--- src/rtl/rad4_booth_decoder_acc.sv ---
// Radix-4 Booth digit decoder + shift-accumulator: N-bit signed mcand times a D=N/2 digit stream, 2N-bit product.
// Latency: one cycle per accepted digit; prod_valid rises the cycle after the last (D-1) digit is accepted.
// Backpressure: dig_ready only in ACCUM (dig_valid gaps stall freely); product is held in DONE until prod_ready.
module rad4_booth_decoder_acc #(
    parameter int N = 8                      // even, >= 4
) (
    input  logic             clk,
    input  logic             rst_n,
    input  logic             start,
    input  logic [N-1:0]     mcand,
    output logic             busy,
    input  logic             dig_valid,
    output logic             dig_ready,
    input  logic             si,
    input  logic             di,
    input  logic             ni,
    output logic [2*N-1:0]   prod,
    output logic             prod_valid,
    input  logic             prod_ready,
    output logic             err
);

    localparam int D  = N / 2;
    localparam int W  = 2 * N;
    localparam int CW = (D > 1) ? $clog2(D) : 1;

    typedef enum logic [1:0] {
        IDLE  = 2'd0,
        ACCUM = 2'd1,
        DONE  = 2'd2
    } state_t;

    state_t          state;
    state_t          state_nxt;
    logic [W-1:0]    mcand_q;
    logic [W-1:0]    acc;
    logic [CW-1:0]   cnt;
    logic            err_q;

    logic            start_acc;
    logic            dig_acc;
    logic            last_dig;
    logic [W-1:0]    sel;
    logic [W-1:0]    part;
    logic [CW:0]     shamt;

    assign start_acc  = (state == IDLE) && start;
    assign dig_acc    = (state == ACCUM) && dig_valid;
    assign last_dig   = (cnt == CW'(D - 1));
    assign shamt      = {cnt, 1'b0};

    assign busy       = (state != IDLE);
    assign dig_ready  = (state == ACCUM);
    assign prod_valid = (state == DONE);
    // acc is frozen outside ACCUM, so it doubles as the held product register
    assign prod       = acc;
    assign err        = err_q;

    // Digit decode: magnitude select, then optional negation; the illegal
    // si=di=1 code and the signed zero (0,0,1) both fall through to zero.
    always_comb begin
        sel = '0;
        case ({si, di})
            2'b10:   sel = mcand_q;
            2'b01:   sel = mcand_q << 1;
            default: sel = '0;
        endcase
        part = ni ? (~sel + W'(1)) : sel;
    end

    // State register
    always_ff @(posedge clk or negedge rst_n) begin
        if (!rst_n) begin
            state <= IDLE;
        end else begin
            state <= state_nxt;
        end
    end

    // Next-state: start only counts in IDLE, prod_ready only in DONE
    always_comb begin
        state_nxt = state;
        case (state)
            IDLE:    if (start)              state_nxt = ACCUM;
            ACCUM:   if (dig_valid && last_dig) state_nxt = DONE;
            DONE:    if (prod_ready)         state_nxt = IDLE;
            default:                         state_nxt = IDLE;
        endcase
    end

    // Datapath: capture on start, weighted accumulate on each accepted digit
    always_ff @(posedge clk or negedge rst_n) begin
        if (!rst_n) begin
            mcand_q <= '0;
            acc     <= '0;
            cnt     <= '0;
            err_q   <= 1'b0;
        end else if (start_acc) begin
            mcand_q <= {{N{mcand[N-1]}}, mcand};
            acc     <= '0;
            cnt     <= '0;
            err_q   <= 1'b0;
        end else if (dig_acc) begin
            acc     <= acc + (part << shamt);
            cnt     <= last_dig ? '0 : cnt + CW'(1);
            err_q   <= err_q | (si & di);
        end
    end

endmodule

--- config.mk ---
export PLATFORM = sky130hd
export DESIGN_NAME = rad4_booth_decoder_acc
export DESIGN_NICKNAME = d
export VERILOG_FILES = /design/src/rtl/rad4_booth_decoder_acc.sv
export SDC_FILE = /design/constraint.sdc
export NUM_CORES = 1
export LEC_CHECK = 0
export ABC_AREA = 1
export ABC_CLOCK_PERIOD_IN_PS = 4100
export CORE_MARGIN = 2
export CORE_UTILIZATION = 50
export DETAILED_ROUTE_END_ITERATION = 8
export PLACE_DENSITY = 0.76
export SKIP_LAST_GASP = 1
export SYNTH_ARGS = -nofsm -noshare
export SYNTH_HDL_FRONTEND = slang
export SYNTH_SLANG_ARGS = --single-unit
--- constraint.sdc ---
create_clock -name clk -period 4.1 [get_ports clk]
set_clock_uncertainty 0.2 [all_clocks]
set_input_delay 0.41 -clock clk [delete_from_list [all_inputs] [get_ports clk]]
set_output_delay 0.41 -clock clk [all_outputs]
set_load 0.01 [all_outputs]
# --- Word level (Yosys, flattened, before mapping) ---
# Cells that the tools add are included.
totals:
  register_bits: 29
  inputBits: 16
  wordCells: 40
classes:
  eq_ne: 8
  n_reduce_logical: 7
  n_mux: 13
  n_bitwise: 3
  add_sub_neg: 3
  n_shift: 1
op_table:
  columns: ["cell", "n"]
  rows:
  - ["2-to-1 mux 16 bit", 3]
  - ["case mux 16 bit (2 select lines)", 1]
  - ["adder 16 x 1 -> 16 bit (second input constant)", 1]
  - ["adder 16 bit", 1]
  - ["NOT 16 bit", 1]
  - ["<< shifter 16 x 3 -> 16 bit", 1]
  - ["2-to-1 mux 2 bit", 6]
  - ["equality test 2 bit (second input constant)", 3]
  - ["case mux 2 bit (3 select lines)", 1]
  - ["equality test 2 x 1 -> 1 bit (second input constant)", 2]
  - ["!= test 2 x 1 -> 1 bit (second input constant)", 2]
  - ["nonzero test 2 bit", 2]
  - ["logical AND 1 bit", 3]
  - ["AND reduction 3 bit", 1]
  - ["adder 2 x 1 -> 2 bit (second input constant)", 1]
  - ["zero test 2 bit", 1]
  - ["2-to-1 mux 1 bit", 2]
  - ["!= test 2 bit (second input constant)", 1]
  - ["bitwise AND 1 bit", 1]
  - ["bitwise OR 1 bit", 1]

# --- Logic depth before layout (Yosys ltp) ---
logic_depth:
  ltp_word: 9
  mapped_depth: 24
  depth_no_buf: 23

# --- Worst setup path before layout ---
# OpenSTA, ideal clock, no wires.
synth_timing:
  kind: "input to register"
  startpoint: "input si"
  endpoint: "register acc[8] (netlist: prod[8])"
  path_buffers: 0
  setup_time_ns: 0.121
  cell_stages: 19
  slack_ns: 0.889
  arrival_ns: 2.890
  cell_sequence: "inv_1 -> ha_1 -> inv_2 -> nand3_2 -> ha_1 -> nand2_1 -> o21ai_0 -> or2_2 -> nand2_1 -> nor2_1 -> ha_1 -> nand3_1 -> nand3_1 -> inv_1 -> o21a_1 -> o21ai_0 -> nand2_1 -> nand2_1 -> o21ai_1"
synth_between:
  elab_chain_cells: 9
  elab_cells_between_ends: 10
  classes_between: "2 x add/sub; 2 x eq/ne; 1 x shift; 4 x mux; 1 x bitwise"
synth_lines:
  columns: ["item", "line_no", "rtl"]
  rows:
  - ["from (decl)", "14", "input logic si,"]
  - ["equality test 2 x 1 -> 1 bit or equality test 2 bit (tied branches)", "63", "case ({si, di})"]
  - ["case mux 16 bit (2 select lines) *", "63", null]
  - ["NOT 16 bit", "68", "part = ni ? (~sel + W'(1)) : sel;"]
  - ["adder 16 x 1 -> 16 bit", "68", null]
  - ["2-to-1 mux 16 bit *", "68", null]
  - ["<< shifter 16 x 3 -> 16 bit *", "104", "acc <= acc + (part << shamt);"]
  - ["adder 16 bit *", "104", null]
  - ["2-to-1 mux 16 bit *", "103", "end else if (dig_acc) begin"]
  - ["2-to-1 mux 16 bit *", "98", "end else if (start_acc) begin"]
  - ["to (signal assigned)", "104", null]
  - ["to (decl)", "36", "logic [W-1:0] acc;"]
# Mark *: on every way between the ends. The rest lies on a longest branch, timed or not. The select of a mux whose other input is x is not followed.
# A chain may end at the register's enable or synchronous reset.

# --- Final worst setup path ---
layout_timing:
  startpoint: "input si"
  endpoint: "register acc[14] (netlist: prod[14])"
# The elaborated chain is that of the path after synthesis.

==> results.py <==
metrics = {
    "floorplanning": {
        "start_util_pct": 51.6,
        "io-pin-count": 36,
        "row_count": 26,
        "dieWidth_um": 76.6,
        "die_y_um": 76.6,
        "dieArea_mm2": 0.00587,
        "core-area_mm2": 0.00511,
    },
    "cts": {
        "root_buffer": "clkbuf_8",
        "cts_setup_buffers": 0,
        "clkSinkCount": 29,
        "cts.hold.buffers_added": 0,
        "cts_resized": 0,
        "clk_path_buf_depth": 2,
        "clk_pin_slew_ps": 80,
        "insertion_delay_ps": 300,
        "htree_levels": 2,
        "cts_made_buffers": 5,
        "cts_tree": "done",
    },
    "routing": {
        "num_vias": 2656,
        "viasPerCell": 5.24,
        "postRouteWirelength_um": 6290,
        "drt-initial-drc-count": 127,
        "first_pass_iters": 4,
        "route.detailed.drc": 0,
        "wl_per_cell_um": 12.4,
        "ant_nets": 0,
    },
    "setup_path": {
        "cp-start-kind": "primary input",
        "worst_ep_required_time_ps": 4090,
        "crit_arrival_ps": 3760,
        "crit_path_max_fanout": 8,
        "end_kind": "register",
        "crit_type": "primary input to register",
    },
    "pwr": {
        "powerDensity_mw_per_mm2": 719,
        "power_leakage_nw": 1.63,
        "fin_total_pwr_mw": 2.26,
        "peakVddDrop_mv": 0.294,
    },
    "synthesis": {
        "yosys-top-cells-count": "137 x nand2_1, 37 x nand3_1, 31 x inv_1",
        "seq_area_frac_synth_pct": 27.5,
        "synth_top_area_share_pct": 27.5,
        "yosys_warnings": 0,
        "synth_top_flop_cell": "dfrtp_1",
        "synth_edf_count": 0,
        "synth.area.top_cells": "dfrtp_1 28%, nand2_1 20%, ha_1 10%",
        "yosysTopAreaCell": "dfrtp_1",
        "yosysMostFrequentCell": "nand2_1",
        "avgSynthCellArea_um2": 6.61,
        "synthCells": 399,
        "synth_nets": 438,
        "ys_ff_latch": 29,
        "synth.distinct_cells": 32,
        "async_flop_share_pct": 100,
        "synth_area_mm2": 0.00264,
    },
    "sta": {
        "finalCritPeriodShare_pct": 91.9,
        "slew_headroom_pct": 57.5,
        "tightest_slew_ps": 638,
        "drv_slew": 0,
        "setup_ws_ps": 333,
        "fmax_mhz": 265,
        "rsz0062_at_grt": "false",
        "tns_ps": 0,
        "setup_viol": 0,
        "min_period_ps": 3770,
        "hold_viol": 0,
    },
    "final_layout": {
        "utilization_pct": 61.5,
        "diodes": 0,
        "nets": 475,
        "area_growth_pct": 19.2,
        "fillCellCount": 497,
        "drive_above_1_share_pct": 9.38,
    },
    "place": {
        "gp_congestion": 0.972,
        "dp_hpwl_um": 4910,
        "place_ws_ps": 55.0,
        "portBuffers": 35,
    },
    "worst_hold_path": {
        "hold_class": "primary input to async pin",
    },
    "global_route": {
        "antenna_found_initial": 0,
        "grt_pass1_wl_um": 11300,
        "grt_max_degree": 30,
        "grt_usage_pct": 23.6,
        "grt_pass1_vias": 2530,
        "grt_overflow": 0,
    },
    "run": {
        "cap_viol_max_count": 0,
    },
    "status": {
        "status": "complete, no violations",
    },
}
## registers in the layout (all words and copies together), names as in the netlist
name and flops:
cnt 2, prod 16, err 1, mcand_q 8
state 2
## stage by stage
step / instance area, µm² / hold slack, ps / cells
after floorplan: 2640 / -85.6 / 399
after global routing: 3140 / 350 / 507
after detailed placement: 3040 / 301 / 499
final: 3140 / 296 / 507
after global placement: 3040 / 295 / 499
after CTS: 3140 / 315 / 507
## where the power goes
group / internal, mW / leakage [nW] / total (mW) / switching, mW
clock network: 0.152 / 0.0542 / 0.280 / 0.128
registers: 0.402 / 0.374 / 0.535 / 0.132
logic: 0.573 / 1.20 / 1.45 / 0.873
total: 1.13 / 1.63 / 2.26 / 1.13
## worst max-delay path, stage by stage
cell             delay (ps)
clkdlybuf4s50_1         450
inv_1                    80
ha_1                    310
nand2_1                 100
nand2_1                  80
nand2_2                  70
ha_1                    290
nand2_1                  70
o21ai_0                 120
or2_2                   310
nand2_1                  80
nor2_1                   60
ha_1                    400
nand3_1                  90
nand3_1                 140
inv_1                   100
o21ai_2                 230
nand3_1                 110
nand2_1                 110
nand2_1                  50
nand2_1                  50
o21ai_1                  60
## metal layers
metal  up-vias  wire length [µm]  GRT usage (%)
met4         0               117           8.18
li1       1373                 -              -
met1      1198              3030           31.9
met5         -                 0              0
met2        74              2790           38.3
met3        11               356           3.67
## path summary, 6_finish.rpt
check | startpoint | end | slack, ps | cells past startpoint
worst max-delay path | si | prod[14] | 330 | 22
worst min-delay path | rst_n | mcand_q[7] | 300 | 2
worst max register to register | mcand_q[0] | prod[14] | 920 | 19
worst min register to register | mcand_q[6] | mcand_q[6] | 320 | 2
max in group asynchronous | rst_n | prod[6] | 3100 | 2
min in group clk | mcand_q[6] | mcand_q[6] | 320 | 2
## placed cells by master (no fill, tap or decap), drive strengths merged, types with 3 or more instances in the layout
cell type,netlist,final
dfrtp,29,29
xor2,3,3
a21oi,26,26
ha,22,22
buf,9,4
o21ai,35,35
nand3,39,39
inv,37,37
clkdlybuf4s50,0,35
nor2,32,32
clkinv,2,3
nand2,147,147
clkbuf,0,7
## kinds of logic (layout without fill, tap and decap cells)
group | Yosys count | in the layout | share of synthesized area [%]
flip-flops | 29 | 29 | 27.5
XOR/XNOR | 5 | 5 | 1.66
adder cells (fa/ha/maj) | 23 | 23 | 11.2
buffers and inverters | 48 | 86 | 7.93
AO/OA/AOI/OAI | 70 | 70 | 15.0
AND/OR/NAND/NOR | 224 | 224 | 36.7
## final cells by class
| cell class | count | area, µm² | area share (%) |
|---|---|---|---|
| well taps | 70 | 87.6 | 2.79 |
| multi-input cells | 322 | 1700 | 54.1 |
| inverters | 39 | 146 | 4.66 |
| clock inverters | 1 | 5.00 | 0.159 |
| flip-flops and latches | 29 | 726 | 23.1 |
| repair buffers | 39 | 380 | 12.1 |
| clock buffers | 7 | 96.3 | 3.07 |
Power figures use the tool's default switching activity.
